`config.mk`:
```
export PLATFORM = sky130hd
export DESIGN_NAME = l1_cache
export DESIGN_NICKNAME = d
export VERILOG_FILES = /design/src/rtl/lc3b_types.sv /design/src/rtl/cache_control.sv /design/src/rtl/l1_cache.sv
export SDC_FILE = /design/constraint.sdc
export NUM_CORES = 1
export LEC_CHECK = 0
export ABC_CLOCK_PERIOD_IN_PS = 15000
export CELL_PAD_IN_SITES_DETAIL_PLACEMENT = 0
export CELL_PAD_IN_SITES_GLOBAL_PLACEMENT = 1
export CORE_ASPECT_RATIO = 0.5
export CORE_MARGIN = 2
export CORE_UTILIZATION = 50
export DETAILED_ROUTE_END_ITERATION = 10
export PLACE_DENSITY_LB_ADDON = 0.15
export SYNTH_ARGS = -nofsm -noshare
export SYNTH_HDL_FRONTEND = slang
export SYNTH_SLANG_ARGS = --single-unit
```
`constraint.sdc`:
```
create_clock -name clk -period 15 [get_ports clk]
set_input_delay 1.5 -clock clk [delete_from_list [all_inputs] [get_ports clk]]
set_output_delay 1.5 -clock clk [all_outputs]
set_load 0.05 [all_outputs]
```
`src/rtl/lc3b_types.sv`:
```
// Shared types for the L1 cache: line/offset types, FSM states, line width.
// Imported by cache_control and l1_cache.
package lc3b_types;

  localparam int LINE_W = 128;

  typedef logic [LINE_W-1:0] lc3b_cache_line;
  typedef logic [3:0]        lc3b_cache_offset;

  typedef enum logic [1:0] {
    S_IDLE,
    S_WRITEBACK,
    S_FILL
  } cache_state_t;

endpackage

```
`src/rtl/cache_control.sv`:
```
// Cache FSM: IDLE / WRITEBACK / FILL, CPU response and pmem strobes,
// plus load enables for the hit-write and line-fill array updates.
module cache_control
  import lc3b_types::*;
(
  input  logic clk,
  input  logic reset,
  input  logic req,
  input  logic write,
  input  logic hit,
  input  logic victim_dirty,
  input  logic pmem_resp,
  output logic mem_resp,
  output logic pmem_read,
  output logic pmem_write,
  output logic load_hit,
  output logic load_fill,
  output logic miss_start
);

  cache_state_t state, next;

  // state register; reset aborts any writeback or fill in flight
  always_ff @(posedge clk) begin
    if (reset) state <= S_IDLE;
    else       state <= next;
  end

  // next state and strobes, all decoded from the current state
  always_comb begin
    next       = state;
    mem_resp   = 1'b0;
    pmem_read  = 1'b0;
    pmem_write = 1'b0;
    load_hit   = 1'b0;
    load_fill  = 1'b0;
    miss_start = 1'b0;
    unique case (state)
      S_IDLE: begin
        if (req && !reset) begin
          if (hit) begin
            mem_resp = 1'b1;
            load_hit = write;
          end else begin
            miss_start = 1'b1;
            next = victim_dirty ? S_WRITEBACK : S_FILL;
          end
        end
      end
      S_WRITEBACK: begin
        pmem_write = 1'b1;
        if (pmem_resp) next = S_FILL;
      end
      S_FILL: begin
        pmem_read = 1'b1;
        if (pmem_resp) begin
          load_fill = 1'b1;
          next = S_IDLE;
        end
      end
      default: next = S_IDLE;
    endcase
  end

endmodule

```
`src/rtl/l1_cache.sv`:
```
// Direct-mapped write-back write-allocate L1 cache with 128-bit line port.
// Optional `L1_CACHE_STATS_EN adds saturating hit/miss counters.
module l1_cache
  import lc3b_types::*;
#(
  parameter int SETS = 8
) (
  input  logic                 clk,
  input  logic                 reset,
  input  logic [15:0]          mem_addr,
  input  logic                 mem_read,
  input  logic                 mem_write,
  input  logic [15:0]          mem_wdata,
  input  logic [1:0]           mem_byte_enable,
  output logic [15:0]          mem_rdata,
  output logic                 mem_resp,
  output logic [15:0]          pmem_address,
  output logic                 pmem_read,
  output logic                 pmem_write,
  output logic [LINE_W-1:0]    pmem_wdata,
`ifdef L1_CACHE_STATS_EN
  output logic [15:0]          hit_count,
  output logic [15:0]          miss_count,
`endif
  input  logic [LINE_W-1:0]    pmem_rdata,
  input  logic                 pmem_resp
);

  localparam int IW = $clog2(SETS);
  localparam int TW = 16 - 4 - IW;

  logic [IW-1:0] idx;
  logic [TW-1:0] tag;
  logic [2:0]    word;
  logic          unused;

  assign idx    = mem_addr[4 +: IW];
  assign tag    = mem_addr[15 -: TW];
  assign word   = mem_addr[3:1];
  assign unused = mem_addr[0];

  lc3b_cache_line  data_q [SETS];
  logic [TW-1:0]   tag_q  [SETS];
  logic [SETS-1:0] valid_q;
  logic [SETS-1:0] dirty_q;

  logic hit, victim_dirty;
  logic load_hit, load_fill, miss_start;
  lc3b_cache_line line, merged;

  assign hit          = valid_q[idx] && (tag_q[idx] == tag);
  assign victim_dirty = valid_q[idx] && dirty_q[idx];

  cache_control u_ctrl (
    .clk          (clk),
    .reset        (reset),
    .req          (mem_read | mem_write),
    .write        (mem_write),
    .hit          (hit),
    .victim_dirty (victim_dirty),
    .pmem_resp    (pmem_resp),
    .mem_resp     (mem_resp),
    .pmem_read    (pmem_read),
    .pmem_write   (pmem_write),
    .load_hit     (load_hit),
    .load_fill    (load_fill),
    .miss_start   (miss_start)
  );

  // selected line and its byte-merged copy for write hits
  always_comb begin
    line   = data_q[idx];
    merged = line;
    if (mem_byte_enable[0])
      merged[{word, 4'h0} +: 8] = mem_wdata[7:0];
    if (mem_byte_enable[1])
      merged[{word, 4'h8} +: 8] = mem_wdata[15:8];
  end

  // valid/dirty bits; a fill installs clean, a write hit marks dirty
  always_ff @(posedge clk) begin
    if (reset) begin
      valid_q <= '0;
      dirty_q <= '0;
    end else if (load_fill) begin
      valid_q[idx] <= 1'b1;
      dirty_q[idx] <= 1'b0;
    end else if (load_hit) begin
      dirty_q[idx] <= 1'b1;
    end
  end

  // data and tag arrays, no reset needed
  always_ff @(posedge clk) begin
    if (!reset) begin
      if (load_fill) begin
        data_q[idx] <= pmem_rdata;
        tag_q[idx]  <= tag;
      end else if (load_hit) begin
        data_q[idx] <= merged;
      end
    end
  end

  assign mem_rdata  = mem_resp ? line[{word, 4'h0} +: 16] : 16'h0;
  assign pmem_wdata = pmem_write ? line : '0;

  // victim address while writing back, request address while filling
  always_comb begin
    pmem_address = 16'h0;
    if (pmem_write)
      pmem_address = {tag_q[idx], idx, 4'h0};
    else if (pmem_read)
      pmem_address = {tag, idx, 4'h0};
  end

`ifdef L1_CACHE_STATS_EN
  logic missed_q;

  // saturating counters; responses after a miss are not hits
  always_ff @(posedge clk) begin
    if (reset) begin
      missed_q   <= 1'b0;
      hit_count  <= 16'h0;
      miss_count <= 16'h0;
    end else begin
      if (miss_start) begin
        missed_q <= 1'b1;
        if (miss_count != 16'hFFFF) miss_count <= miss_count + 16'h1;
      end
      if (mem_resp) begin
        missed_q <= 1'b0;
        if (!missed_q && hit_count != 16'hFFFF)
          hit_count <= hit_count + 16'h1;
      end
    end
  end
`endif

endmodule

```
# Yosys cells after proc, flatten, opt, wreduce, memory -nomap -nowiden
# Memory sizes are Yosys's and may differ from the RTL's.
# Cells that the tools add are included.
# Widths: inputs -> output; s select.
# classes
n_addsub	2
n_lt_le_gt_ge	2
n_eq_ne	7
shifts	5
n_mux	40
n_bitwise	6
reduce_logical	8
# ops
op	count
$mux 128	4
$bwmux 128	2
$shift 8x9->128 const A	2
$shiftx 8x9->128	2
$shiftx 128x8->16	1
$mux 16	3
$mux 1	20
$neg 7->9	2
$mux 8	2
$or 8x8->8	2
$mux 2	5
$eq 9x9->1	1
$and 8x8->8	1
$not 8->8	1
$bmux 1 s3	2
$ne 2x2->1 const B	3
$pmux 2 s3	1
$logic_and 1x1->1	4
$lt 3x4->1 const B	1
$reduce_and 4->1	1
$demux 1 s3	1
$ge 3x1->1 const B	1
$eq 2x1->1 const B	1
$eq 2x2->1 const B	1
5 further kinds	6
# word_totals
regBits	18
ramBits	1096
output_inout_bits	163
mem_count	2
# memory_table
name	words	word_bits	rd	rd_clocked_by_memory_dff	write_ports	line	source
data_q	8	128	1	0	1	l1_cache.sv:42	lc3b_cache_line data_q [SETS];
tag_q	8	9	1	0	1	l1_cache.sv:43	logic [TW-1:0] tag_q [SETS];

# Longest topological paths before layout
# logic_depth
depth_word	11
mapped_depth	13

# Cells and area by module
# From an unflattened synthesis, not the netlist that was laid out.
# hier_totals
cells_unflattened	3019
area_unflattened_um2	47091.4
# modules_own_cells
mod	n_inst	cells_per_inst	area_each_um2
l1_cache	1	3002	46938.8
cache_control	1	17	152.6

# Worst setup path before layout
# No wires, ideal clock.
# synth_path
kind	input-to-reg
start	input mem_addr[4]
end	memory data_q[6][0] (netlist name), enable pin
setup_ns	0.804
arrival_ns	12.459
t_required_ns	14.196
path_slack_ns	1.737
stages	11
path_buffers	4
path_cell_list	buf_2 > and2_1 > clkbuf_1 > a221oi_1 > o22a_1 > xnor2_1 > nor3_1 > nand3_2 > buf_6 > clkbuf_1 > a211oi_1
# synth_via
elab_chain_len	11
elab_cells_between_ends	13
cone_classes	eq/ne (1); mux (9); bitwise (1); reduce/logical (1); memory (1)
# synth_lines
item	line	source
from (decl)	l1_cache.sv:10	input logic [15:0] mem_addr,
$mem_v2 8x9 / $bmux 1 s3 (equally long branches)	--	
$eq 9x9->1 / $mux 1 (equally long branches)	l1_cache.sv:51	assign hit = valid_q[idx] && (tag_q[idx] == tag);
$logic_and 1x1->1	l1_cache.sv:51	
$mux 1	cache_control.sv:41	if (hit) begin
$mux 1	cache_control.sv:40	if (req && !reset) begin
$mux 1	cache_control.sv:38	unique case (state)
$mux 1	l1_cache.sv:99	end else if (load_hit) begin
$mux 1	l1_cache.sv:96	if (load_fill) begin
$mux 1	l1_cache.sv:95	if (!reset) begin
$mux 1 (not written as such)	l1_cache.sv:100	data_q[idx] <= merged;
$or 1x1->1 (no line)	--	
to (decl)	l1_cache.sv:42	
# Several ways; a longest one is shown, not always the timed one. The select of a mux whose other input is x is not followed.

# Worst setup path in the final report
# layout_path
start	input mem_addr[6]
end	output mem_rdata[11]
# layout_via
elab_chain_len	7
elab_cells_between_ends	11
cone_classes	eq/ne (1); shift (1); mux (6); reduce/logical (1); memory (2)
# layout_lines
item	line	source
branches (longest 6 deep; another with $mem_v2 8x128)	--	
$mux 16 (*)	l1_cache.sv:105	assign mem_rdata = mem_resp ? line[{word, 4'h0} +: 16] : 16'h0;
to (decl)	l1_cache.sv:15	output logic [15:0] mem_rdata,
# Every way passes the cells marked *. The select of a mux whose other input is x is not followed.

==> run_results.csv <==
group,metric,value,unit
status,status,"finished clean",
sta,final_period_minus_worst_setup_slack,8.60,ns
setup_path,r2r_start,"tag_q[7][4]$_DFFE_PP_",
drt,detail_route.vias_per_cell,6.46,
die,pin_count,330,
min_path,min_from,"valid_q[1]$_SDFFE_PP0P_",
setup_path,critical_path.cell_chain,"buf_6 -> buf_4 -> nor3b_4 -> buf_4 -> buf_4 -> a22oi_1 -> and3_1 -> mux4_2 -> a221oi_1 -> clkdlybuf4s50_1",
sta,timing.final.crit_share,57.4,%
global_routing,track_usage,31.5,%
setup_path,r2r_slack,9.63,ns
finish,synthToLayoutAreaGrowth,17.2,%
global_routing,grt_pass1_vias,27800,
synthesis,postSynthAreaPerCell,15.8,sq um
drt,ant_nets,0,
setup_path,timing.critical_path.fanout_max,51,
global_routing,grt_pass1_wl,210000,um
clock_network,cts_num_sinks,1114,
placement,port_buffers,324,
setup_path,critPathLaunchType,"input pin",
setup_path,worst-endpoint-required,13.50,ns
job,cap_violations,0,
sta,report.final.slew_viol_count,0,
setup_path,worst-setup-path-type,"in2out",
die,floorplan.initialDensity,50.7,%
min_path,hold_path_depth,2,
synthesis,yosys_warns,0,
global_routing,globalRouteOverflowTotal,0,
synthesis,synth_edf_count,1096,
clock_network,clock_tree.root_cell,"clkbuf_16",
die,placementRows,78,
synthesis,synth.top_cell.area_share,71.2,%
die,die_area,95100,sq um
setup_path,most_used_cell_along_the_critical_path,"buf_4",
synthesis,postSynthRegisterBits,1114,
setup_path,slowest_stage,"clkdlybuf4s50_1",
global_routing,antenna_found_initial,8,
setup_path,critPathTopFamily,"buffers and inverters",
clock_network,tritoncts.num_buffers,96,
min_path,worst_hold_path_type,"reg2reg",
drt,remaining_drc_errors,0,
placement,gpl_congestion,0.876,
drt,detailedRoute.firstIterationViolations,4362,
clock_network,cts.htree.levels,3,
drt,drtPass1Iterations,6,
synthesis,synth.top_cells.by_area,"edfxtp_1, a22oi_1, mux2_2",
setup_path,cp_data_arrival_time,7.10,ns
clock_network,clkLatencyLatePin,0.74,ns
setup_path,path_buf_inv,5,
die,die_width,434,um
clock_network,clk_pin_slew,0.07,ns
global_routing,grt_start_max_net_pins,119,
min_path,hold_path_end,"valid_q[1]$_SDFFE_PP0P_",
power,leakagePower,17.3,nW
sta,setup_viol_count_final,0,
sta,timing.fmax,116,MHz
synthesis,synth_area,46200,sq um
clock_network,cts_setup_buffers,0,
synthesis,ys_seq_area_share,71.9,%
drt,dr_total_vias,29500,
sta,grt_setup_unrepaired,"false",
synthesis,ys_dominant_reg_cell,"edfxtp_1",
die,coreArea,91200,sq um
sta,finalClockSkew,0.0435,ns
placement,dpl_hpwl,90600,um
clock_network,cts_tree,"done",
sta,timing.slew.headroom,10.4,%
finish,nets,3414,
synthesis,async_reset_ff_share,0,%
clock_network,hold_buffers,0,
setup_path,worst_reg2reg_endpoint,"data_q[2][44]$_DFFE_PP_",
power,vdd_drop_max,0.0906,mV
clock_network,cts-root-to-sink-buffers,3,
sta,actual_transition_at_the_worst_max_transition_pin,1.33,ns
die,floorplan.die.height,219,um
setup_path,element_type_at_the_critical_path_end,"output port",
finish,drive_gt1_share,15.6,%
power,post-layout-total-power,6.50,mW
clock_network,post_cts.resized_instances,0,
sta,setup_total_negative_slack,0,ns
setup_path,stage_delay_of_the_slowest_cell_on_the_critical_path,0.95,ns
setup_path,rr_worst_depth,10,
synthesis,yosysTopAreaCell,"edfxtp_1",
sta,finalHoldViolCount,0,
synthesis,synth.distinct_cells,71,
synthesis,postSynthCellCount,2928,
drt,route.detailed.wl_per_inst,33.0,um
power,power.density_cell_area,120,nW/um^2
drt,totalWireLength,150000,um
finish,final_core_util,59.5,%
[per-stage QoR]
step | setup WS [ns] | cells | area (sq um) | hold slack (ns)
after floorplan | 1.74 | 2931 | 46300 | 0.449
after global placement | 6.22 | 4383 | 51100 | 0.457
after detailed placement | 6.19 | 4383 | 51100 | 0.466
after CTS | 6.49 | 4556 | 54200 | 0.476
after global routing | 6.31 | 4556 | 54200 | 0.499
final | 6.40 | 4557 | 54200 | 0.476
[flip-flops by register name, summed over array words and instances (netlist names), named ones only]
| signal | cells |
|---|---|
| u_ctrl.state | 2 |
| data_q | 1024 |
| valid_q | 8 |
| tag_q | 72 |
[tightest hold or removal path, stage by stage, from the launching register on]
cell,delay [ns]
dfxtp_1,0.31
inv_1,0.05
o22ai_1,0.07
[synthesized netlist by cell type (all sizes together), types with 30 or more instances]
cell       n
a21oi    163
o21ai    114
buf      131
and2      31
mux2     212
a22oi    266
a22o      34
nand2    116
a221oi    81
and4      30
mux4      53
edfxtp  1096
nor2     214
mux2i     68
clkbuf    87
[layout by cell type (no fill, tap or decap), drive strengths merged, types with 7 or more instances in the layout]
master	instances
a22oi	266
a221oi	81
a221o	7
o211ai	8
mux2i	68
and2	31
mux4	53
mux2	212
dfxtp	18
and4	30
nor2b	18
nand3	10
o21ai	114
a21oi	163
and3	22
inv	24
nor2	214
clkbuf	117
edfxtp	1096
nor3	13
clkdlybuf4s50	321
o22ai	8
a22o	34
buf	108
nand4	9
nand2	116
clkinv	42
bufinv	11
a211oi	28
a222oi	7
[power breakdown]
group | switching (mW) | internal [mW]
Sequential | 0.00416 | 3.43
Clock | 1.16 | 1.38
Combinational | 0.348 | 0.177
[cell families after synthesis]
kind of cell / synth area share [%]
buffers and inverters: 2.41
AND/OR/NAND/NOR: 5.04
adder cells (fa/ha/maj): 0.162
flip-flops: 71.9
XOR/XNOR: 0.170
AO/OA/AOI/OAI: 10.9
other: 0.00811
multiplexers: 9.38
[area by class of cell]
type | instances | area (sq um)
Fill cell | 7042 | 36900
Antenna cell | 1 | 2.50
Inverter | 22 | 82.6
Clock inverter | 57 | 639
Clock buffer | 116 | 2490
Tap cell | 1240 | 1550
Sequential cell | 1114 | 33300
Multi-Input combinational cell | 1577 | 12100
Timing Repair Buffer | 430 | 4100
[worst max-delay path by stage]
stage | startpoint | to | slack [ns] | cells after the start
3_5_place_dp | mem_addr[5] | data_q[2][24]$_DFFE_PP_ | 6.19 | 13
5_1_grt | mem_addr[5] | mem_rdata[11] | 6.31 | 12
4_1_cts | mem_addr[4] | mem_rdata[11] | 6.49 | 11
2_1_floorplan | mem_addr[4] | data_q[6][0]$_DFFE_PP_ | 1.74 | 11
6_report | mem_addr[6] | mem_rdata[11] | 6.40 | 10
3_3_place_gp | mem_addr[5] | data_q[2][72]$_DFFE_PP_ | 6.22 | 13
[metal layers]
metal  part of all wire [%]  vias up  routed length, um  track usage (%)
met5                 0.0073        -                 11                0
met4                    3.8        2               5780             11.2
met3                     11      265              16500             7.45
met2                     45     1695              67200             46.9
met1                     41    15200              61100             45.5
li1                       -    12300                  -                -
No activity file was read; power rests on OpenSTA's default activity.
